### src/rtl/counter_pkg.sv
// counter_pkg: shared direction type and digit clamp helper for the up/down chain counter.
package counter_pkg;
  typedef enum logic {DIR_DOWN = 1'b0, DIR_UP = 1'b1} count_dir_e;
  localparam int CLAMP_BITS = 16;
  function automatic logic [CLAMP_BITS-1:0] digit_clamp(input logic [CLAMP_BITS-1:0] value,
                                                        input logic [CLAMP_BITS-1:0] max);
    return value > max ? max : value;
  endfunction
endpackage

### src/rtl/counter_digit.sv
// counter_digit: one 0..max digit register with load, clear, up/down step and registered wrap pulse.
module counter_digit
  import counter_pkg::*;
#(
  parameter int W = 4
) (
  input  logic         clk_in,
  input  logic         reset_n,
  input  logic         step,
  input  count_dir_e   dir,
  input  logic         load,
  input  logic         clr,
  input  logic [W-1:0] load_value,
  input  logic [W-1:0] max,
  output logic [W-1:0] value,
  output logic         at_max,
  output logic         at_min,
  output logic         wrap
);
  logic [W-1:0] value_d, value_q;
  logic         wrap_d, wrap_q;
  assign at_max = value_q == max;
  assign at_min = value_q == '0;
  always_comb begin
    value_d = load ? W'(digit_clamp(CLAMP_BITS'(load_value), CLAMP_BITS'(max))) :
              clr ? '0 :
              !step ? value_q :
              dir == DIR_UP ? (at_max ? '0 : value_q + 1'b1) :
              (at_min ? max : value_q - 1'b1);
    wrap_d  = !load && !clr && step && (dir == DIR_UP ? at_max : at_min);
  end
  always_ff @(posedge clk_in or negedge reset_n)
    if (!reset_n) begin
      value_q <= '0;
      wrap_q  <= 1'b0;
    end else begin
      value_q <= value_d;
      wrap_q  <= wrap_d;
    end
  assign value = value_q;
  assign wrap  = wrap_q;
endmodule

### src/rtl/updown_chain_counter.sv
// updown_chain_counter: cascaded up/down digit chain with load, wrap/saturate and end-of-chain pulses.
// Optional synchronous clear port clr is added when COUNTER_CLR_EN is defined.
module updown_chain_counter
  import counter_pkg::*;
#(
  parameter int DIGIT_BITS = 4,
  parameter int NUM_DIGITS = 2,
  parameter logic [NUM_DIGITS-1:0][DIGIT_BITS-1:0] DIGIT_MAX = {4'd5, 4'd9},
  parameter bit WRAP = 1'b1
) (
  input  logic                             clk_in,
  input  logic                             reset_n,
  input  logic                             en,
  input  logic                             dir,
  input  logic                             load,
`ifdef COUNTER_CLR_EN
  input  logic                             clr,
`endif
  input  logic [NUM_DIGITS*DIGIT_BITS-1:0] load_value,
  output logic [NUM_DIGITS*DIGIT_BITS-1:0] count,
  output logic [NUM_DIGITS-1:0]            digit_wrap,
  output logic                             max_reached,
  output logic                             min_reached
);
  logic clr_i;
`ifdef COUNTER_CLR_EN
  assign clr_i = clr;
`else
  assign clr_i = 1'b0;
`endif
  logic [NUM_DIGITS:0]                    carry_up, carry_dn;
  logic [NUM_DIGITS-1:0]                  at_max, at_min, step;
  logic [NUM_DIGITS-1:0][DIGIT_BITS-1:0]  value;
  logic                                   active, sat;
  logic                                   max_reached_d, max_reached_q, min_reached_d, min_reached_q;
  count_dir_e                             dir_e;
  assign dir_e       = count_dir_e'(dir);
  assign carry_up[0] = 1'b1;
  assign carry_dn[0] = 1'b1;
  for (genvar g = 0; g < NUM_DIGITS; g++) begin : g_digit
    assign carry_up[g+1] = carry_up[g] & at_max[g];
    assign carry_dn[g+1] = carry_dn[g] & at_min[g];
    assign step[g]       = active && !sat && (dir ? carry_up[g] : carry_dn[g]);
    counter_digit #(.W(DIGIT_BITS)) u_digit (
      .clk_in     (clk_in),
      .reset_n    (reset_n),
      .step       (step[g]),
      .dir        (dir_e),
      .load       (load),
      .clr        (clr_i),
      .load_value (load_value[g*DIGIT_BITS +: DIGIT_BITS]),
      .max        (DIGIT_MAX[g]),
      .value      (value[g]),
      .at_max     (at_max[g]),
      .at_min     (at_min[g]),
      .wrap       (digit_wrap[g])
    );
  end
  // The top digit wraps exactly when the whole chain sits at its end value.
  always_comb begin
    active        = en && !load && !clr_i;
    sat           = !WRAP && (dir ? carry_up[NUM_DIGITS] : carry_dn[NUM_DIGITS]);
    max_reached_d = active && dir && carry_up[NUM_DIGITS];
    min_reached_d = active && !dir && carry_dn[NUM_DIGITS];
  end
  always_ff @(posedge clk_in or negedge reset_n)
    if (!reset_n) begin
      max_reached_q <= 1'b0;
      min_reached_q <= 1'b0;
    end else begin
      max_reached_q <= max_reached_d;
      min_reached_q <= min_reached_d;
    end
  assign count       = value;
  assign max_reached = max_reached_q;
  assign min_reached = min_reached_q;
endmodule
### config.mk
export PLATFORM = sky130hd
export DESIGN_NAME = updown_chain_counter
export DESIGN_NICKNAME = d
export VERILOG_FILES = /design/src/rtl/counter_pkg.sv /design/src/rtl/counter_digit.sv /design/src/rtl/updown_chain_counter.sv
export SDC_FILE = /design/constraint.sdc
export NUM_CORES = 1
export LEC_CHECK = 0
export CAP_MARGIN = 10
export CORE_MARGIN = 2
export CORE_UTILIZATION = 53
export DETAILED_ROUTE_END_ITERATION = 10
export PLACE_DENSITY_LB_ADDON = 0.05
export SLEW_MARGIN = 10
export SYNTH_ARGS = -nofsm -noshare
export SYNTH_HDL_FRONTEND = slang
export SYNTH_HIERARCHICAL = 1
export SYNTH_SLANG_ARGS = --single-unit
### constraint.sdc
create_clock -name clk_in -period 2.8 [get_ports clk_in]
set_input_delay 0.7 -clock clk_in [delete_from_list [all_inputs] [get_ports clk_in]]
set_output_delay 0.7 -clock clk_in [all_outputs]
set_load 0.01 [all_outputs]
==> impl_metrics.py <==
metrics = {
    "synthesis": {
        "synth_area_leader_cell": "sky130_fd_sc_hd__dfrtp_1",
        "yosys-top-cells-area": "sky130_fd_sc_hd__dfrtp_1 (22%), sky130_fd_sc_hd__ha_1 (11%), sky130_fd_sc_hd__mux2i_1 (5.1%)",
        "yosysSeqAreaShare_pct": 21.8,
        "ys_seq_elements": 12,
        "synth.top_cell.area_share_pct": 21.8,
        "synthesis.yosys.warnings": 6,
        "synth.distinct_cells": 50,
        "synth_area_per_cell_um2": 8.93,
        "synthFlopType": "sky130_fd_sc_hd__dfrtp_1",
        "synth_cells": 154,
        "postSynth.asyncResetShare_pct": 100,
        "synth_area_mm2": 0.00138,
        "number_of_enable_type_register_cells_in_the_synthesized_netlist": 0,
    },
    "worst_setup_path": {
        "required_time_reported_for_the_critical_path_endpoint_ps": 2950,
        "startpoint_type": "primary input",
        "crit-reg2reg-capture": "g_digit[1].u_digit/value[3]",
        "timing.critical_path.to": "g_digit[1].u_digit/value[3]",
        "critical_path.reg2reg.startpoint": "g_digit[0].u_digit/value[0]",
        "worst-setup-path-type": "in2reg",
        "rr_worst_depth": 8,
        "startpoint": "load_value[5]",
        "crit_cells": 7,
        "critical_path.endpoint_type": "flip-flop",
        "path_max_fanout": 4,
        "worst_reg2reg_setup_slack_ps": 460,
        "critical-path-slowest-cell": "sky130_fd_sc_hd__clkdlybuf4s50_1",
        "critical-path-max-stage-delay_ps": 440,
        "arrival_ps": 2690,
        "cp_top_family": "compound AO/OA/AOI/OAI gates",
        "cp_cell_sequence": "clkdlybuf4s50_1 -> ha_1 -> nor2b_1 -> o21ai_0 -> a21oi_1 -> mux2_2 -> a221o_1",
        "cp_num_buf_inv": 1,
    },
    "status": {
        "run_status": "completed",
    },
    "sta": {
        "final.min_clock_period_ps": 2550,
        "final_worst_path_period_share_pct": 90.9,
        "fin_skew_ps": 3.42,
        "fmax_mhz": 393,
        "worst_pin_slew_ps": 518,
        "unrepaired_setup_endpoints_after_global_routing": "no",
        "hold_ws_ps": 777,
        "final-setup-viol-count": 0,
        "max-slew-margin-rel_pct": 65.3,
        "final-hold-violation-count": 0,
        "maxSlewViolCount": 0,
    },
    "place": {
        "port_buffers": 24,
        "dpl-instance-area_mm2": 0.00176,
        "gp_congestion": 0.908,
        "dp_hpwl_um": 2370,
    },
    "drt": {
        "num_vias": 1231,
        "detailedRoute.firstPassIterationCount": 4,
        "routed_wl_um": 2860,
        "antenna_left": 0,
        "post_route_drc_violation_count": 0,
        "detail_route.vias_per_cell": 5.09,
        "dr.first_iter.drc_count": 22,
        "wl_per_cell_um": 11.8,
    },
    "power_and_ir_drop": {
        "power.static_leakage_nw": 0.826,
        "power.ir.vdd_worst_v": 0.000227,
        "pwr_density_cell_mw_per_mm2": 342,
    },
    "run": {
        "drv_cap": 0,
    },
    "hold_path": {
        "holdCritPathClass": "in2async",
    },
    "clock_network": {
        "cts_hold_buf": 0,
        "cts.reportedPaths.clkPinSlew_ps": 70,
        "clockBufferDepth": 2,
        "ctsHtreeMaxLevel": 1,
        "worstSkewPairLatency_ps": 260,
        "cts_setup_buffers": 0,
        "clock_sink_count": 12,
        "tritoncts": "built",
        "numCtsBuffers": 3,
        "clock-root-buffer": "sky130_fd_sc_hd__clkbuf_4",
        "post_cts_resized": 0,
    },
    "finish": {
        "total_area_of_multi_input_combinational_cells_mm2": 0.00108,
        "flow.area_growth_from_synthesis_pct": 29.5,
        "final_common_cell": "sky130_fd_sc_hd__conb_1",
        "regArea_um2": 300,
        "stdcell_area_mm2": 0.00178,
        "post-route-util_pct": 71.9,
        "filler_cell_count": 217,
        "final_cell_mix": "sky130_fd_sc_hd__conb_1 (34), sky130_fd_sc_hd__clkdlybuf4s50_1 (24), sky130_fd_sc_hd__inv_1 (16)",
        "drive_gt1_share_pct": 11.8,
        "nNetsFinal": 239,
        "insertedDiodeCount": 0,
    },
    "floorplan": {
        "die-area_mm2": 0.00302,
        "floorplan.die.height_um": 54.9,
        "floorplan.initialDensity_pct": 55.5,
        "chipWidth_um": 54.9,
        "placeableCoreArea_mm2": 0.00248,
        "num_rows": 18,
        "boundaryPins": 25,
    },
    "global_routing": {
        "grt_pass1_vias": 1065,
        "gr-total-overflow": 0,
        "antenna_violations_before_repair": 0,
        "grt_start_max_net_pins": 17,
        "grt_first_pass_wirelength_um": 4370,
        "grt_usage_pct": 20.3,
    },
}
==> report_power, final <==
group | total [W] | switching (W) | leakage [nW] | internal, W
clock | 0.000100 | 0.0000504 | 0.0138 | 0.0000496
combinational | 0.000281 | 0.000134 | 0.655 | 0.000146
sequential | 0.000227 | 0.0000403 | 0.157 | 0.000187
total | 0.000608 | 0.000225 | 0.826 | 0.000383
==> cell families after synthesis <==
logic type	share of synthesized area, %
compound gates	17.5
fa+ha+maj	10.9
flops	21.8
simple gates	23.7
mux	8.64
other cells	0.546
buf+inv	8.19
xor+xnor	8.74
==> metrics by stage <==
| stage | worst slack (ps) | cells | power, W | setup TNS [ps] |
|---|---|---|---|---|
| after floorplan | 579 | 186 | 0.000426 | 0 |
| after global placement | 84.3 | 239 | 0.000497 | 0 |
| after detailed placement | -36.5 | 239 | 0.000511 | -36.5 |
| after CTS | 234 | 242 | 0.000612 | 0 |
| after global routing | 143 | 242 | 0.000658 | 0 |
| final | 255 | 242 | 0.000608 | 0 |
==> metal layers <==
metal / GRT usage, % / share of wire [%]
met5: 0 / 0
met4: 8.13 / 1.3
met3: 4.30 / 5.0
met2: 33.7 / 49
met1: 25.7 / 45
==> area by class of cell <==
type                            instances  area share, %
Clock buffer                            3           1.26
Tap cell                               30           2.11
Timing Repair Buffer                   29           15.6
Multi-Input combinational cell        152           60.8
Inverter                               16           3.37
Sequential cell                        12           16.9
==> cell usage after synthesis (2+ instances only) <==
| master | number |
|---|---|
| sky130_fd_sc_hd__buf_6 | 3 |
| sky130_fd_sc_hd__and4_1 | 2 |
| sky130_fd_sc_hd__nor3_1 | 3 |
| sky130_fd_sc_hd__o22ai_1 | 3 |
| sky130_fd_sc_hd__conb_1 | 2 |
| sky130_fd_sc_hd__mux2_2 | 3 |
| sky130_fd_sc_hd__xor2_2 | 2 |
| sky130_fd_sc_hd__nand2_1 | 9 |
| sky130_fd_sc_hd__nor2b_1 | 3 |
| sky130_fd_sc_hd__xnor2_1 | 2 |
| sky130_fd_sc_hd__o21ai_0 | 7 |
| sky130_fd_sc_hd__xor2_1 | 8 |
| sky130_fd_sc_hd__mux2i_1 | 7 |
| sky130_fd_sc_hd__ha_1 | 12 |
| sky130_fd_sc_hd__dfrtp_1 | 12 |
| sky130_fd_sc_hd__nand3_1 | 3 |
| sky130_fd_sc_hd__o211ai_1 | 2 |
| sky130_fd_sc_hd__a22o_1 | 2 |
| sky130_fd_sc_hd__nor3b_4 | 2 |
| sky130_fd_sc_hd__a21oi_1 | 9 |
| sky130_fd_sc_hd__nor4b_1 | 2 |
| sky130_fd_sc_hd__inv_1 | 16 |
| sky130_fd_sc_hd__buf_4 | 2 |
| sky130_fd_sc_hd__nor2_1 | 12 |
==> flip-flops by register name, summed over array words and instances, names as in the netlist <==
| register | flops |
|---|---|
| max_reached | 1 |
| min_reached | 1 |
| g_digit.u_digit/value | 8 |
| g_digit.u_digit/wrap | 2 |
==> worst min-delay path by stage <==
stage	from	to	slack, ps	depth (start not counted)
after global placement	g_digit[0].u_digit/value[1]	g_digit[0].u_digit/value[1]	760	2
after floorplan	reset_n	g_digit[0].u_digit/value[0]	400	0
final	reset_n	min_reached	780	1
after CTS	reset_n	min_reached	790	1
after detailed placement	g_digit[0].u_digit/value[1]	g_digit[0].u_digit/value[1]	800	2
after global routing	reset_n	min_reached	830	1
No activity file was read; power rests on OpenSTA's default activity.
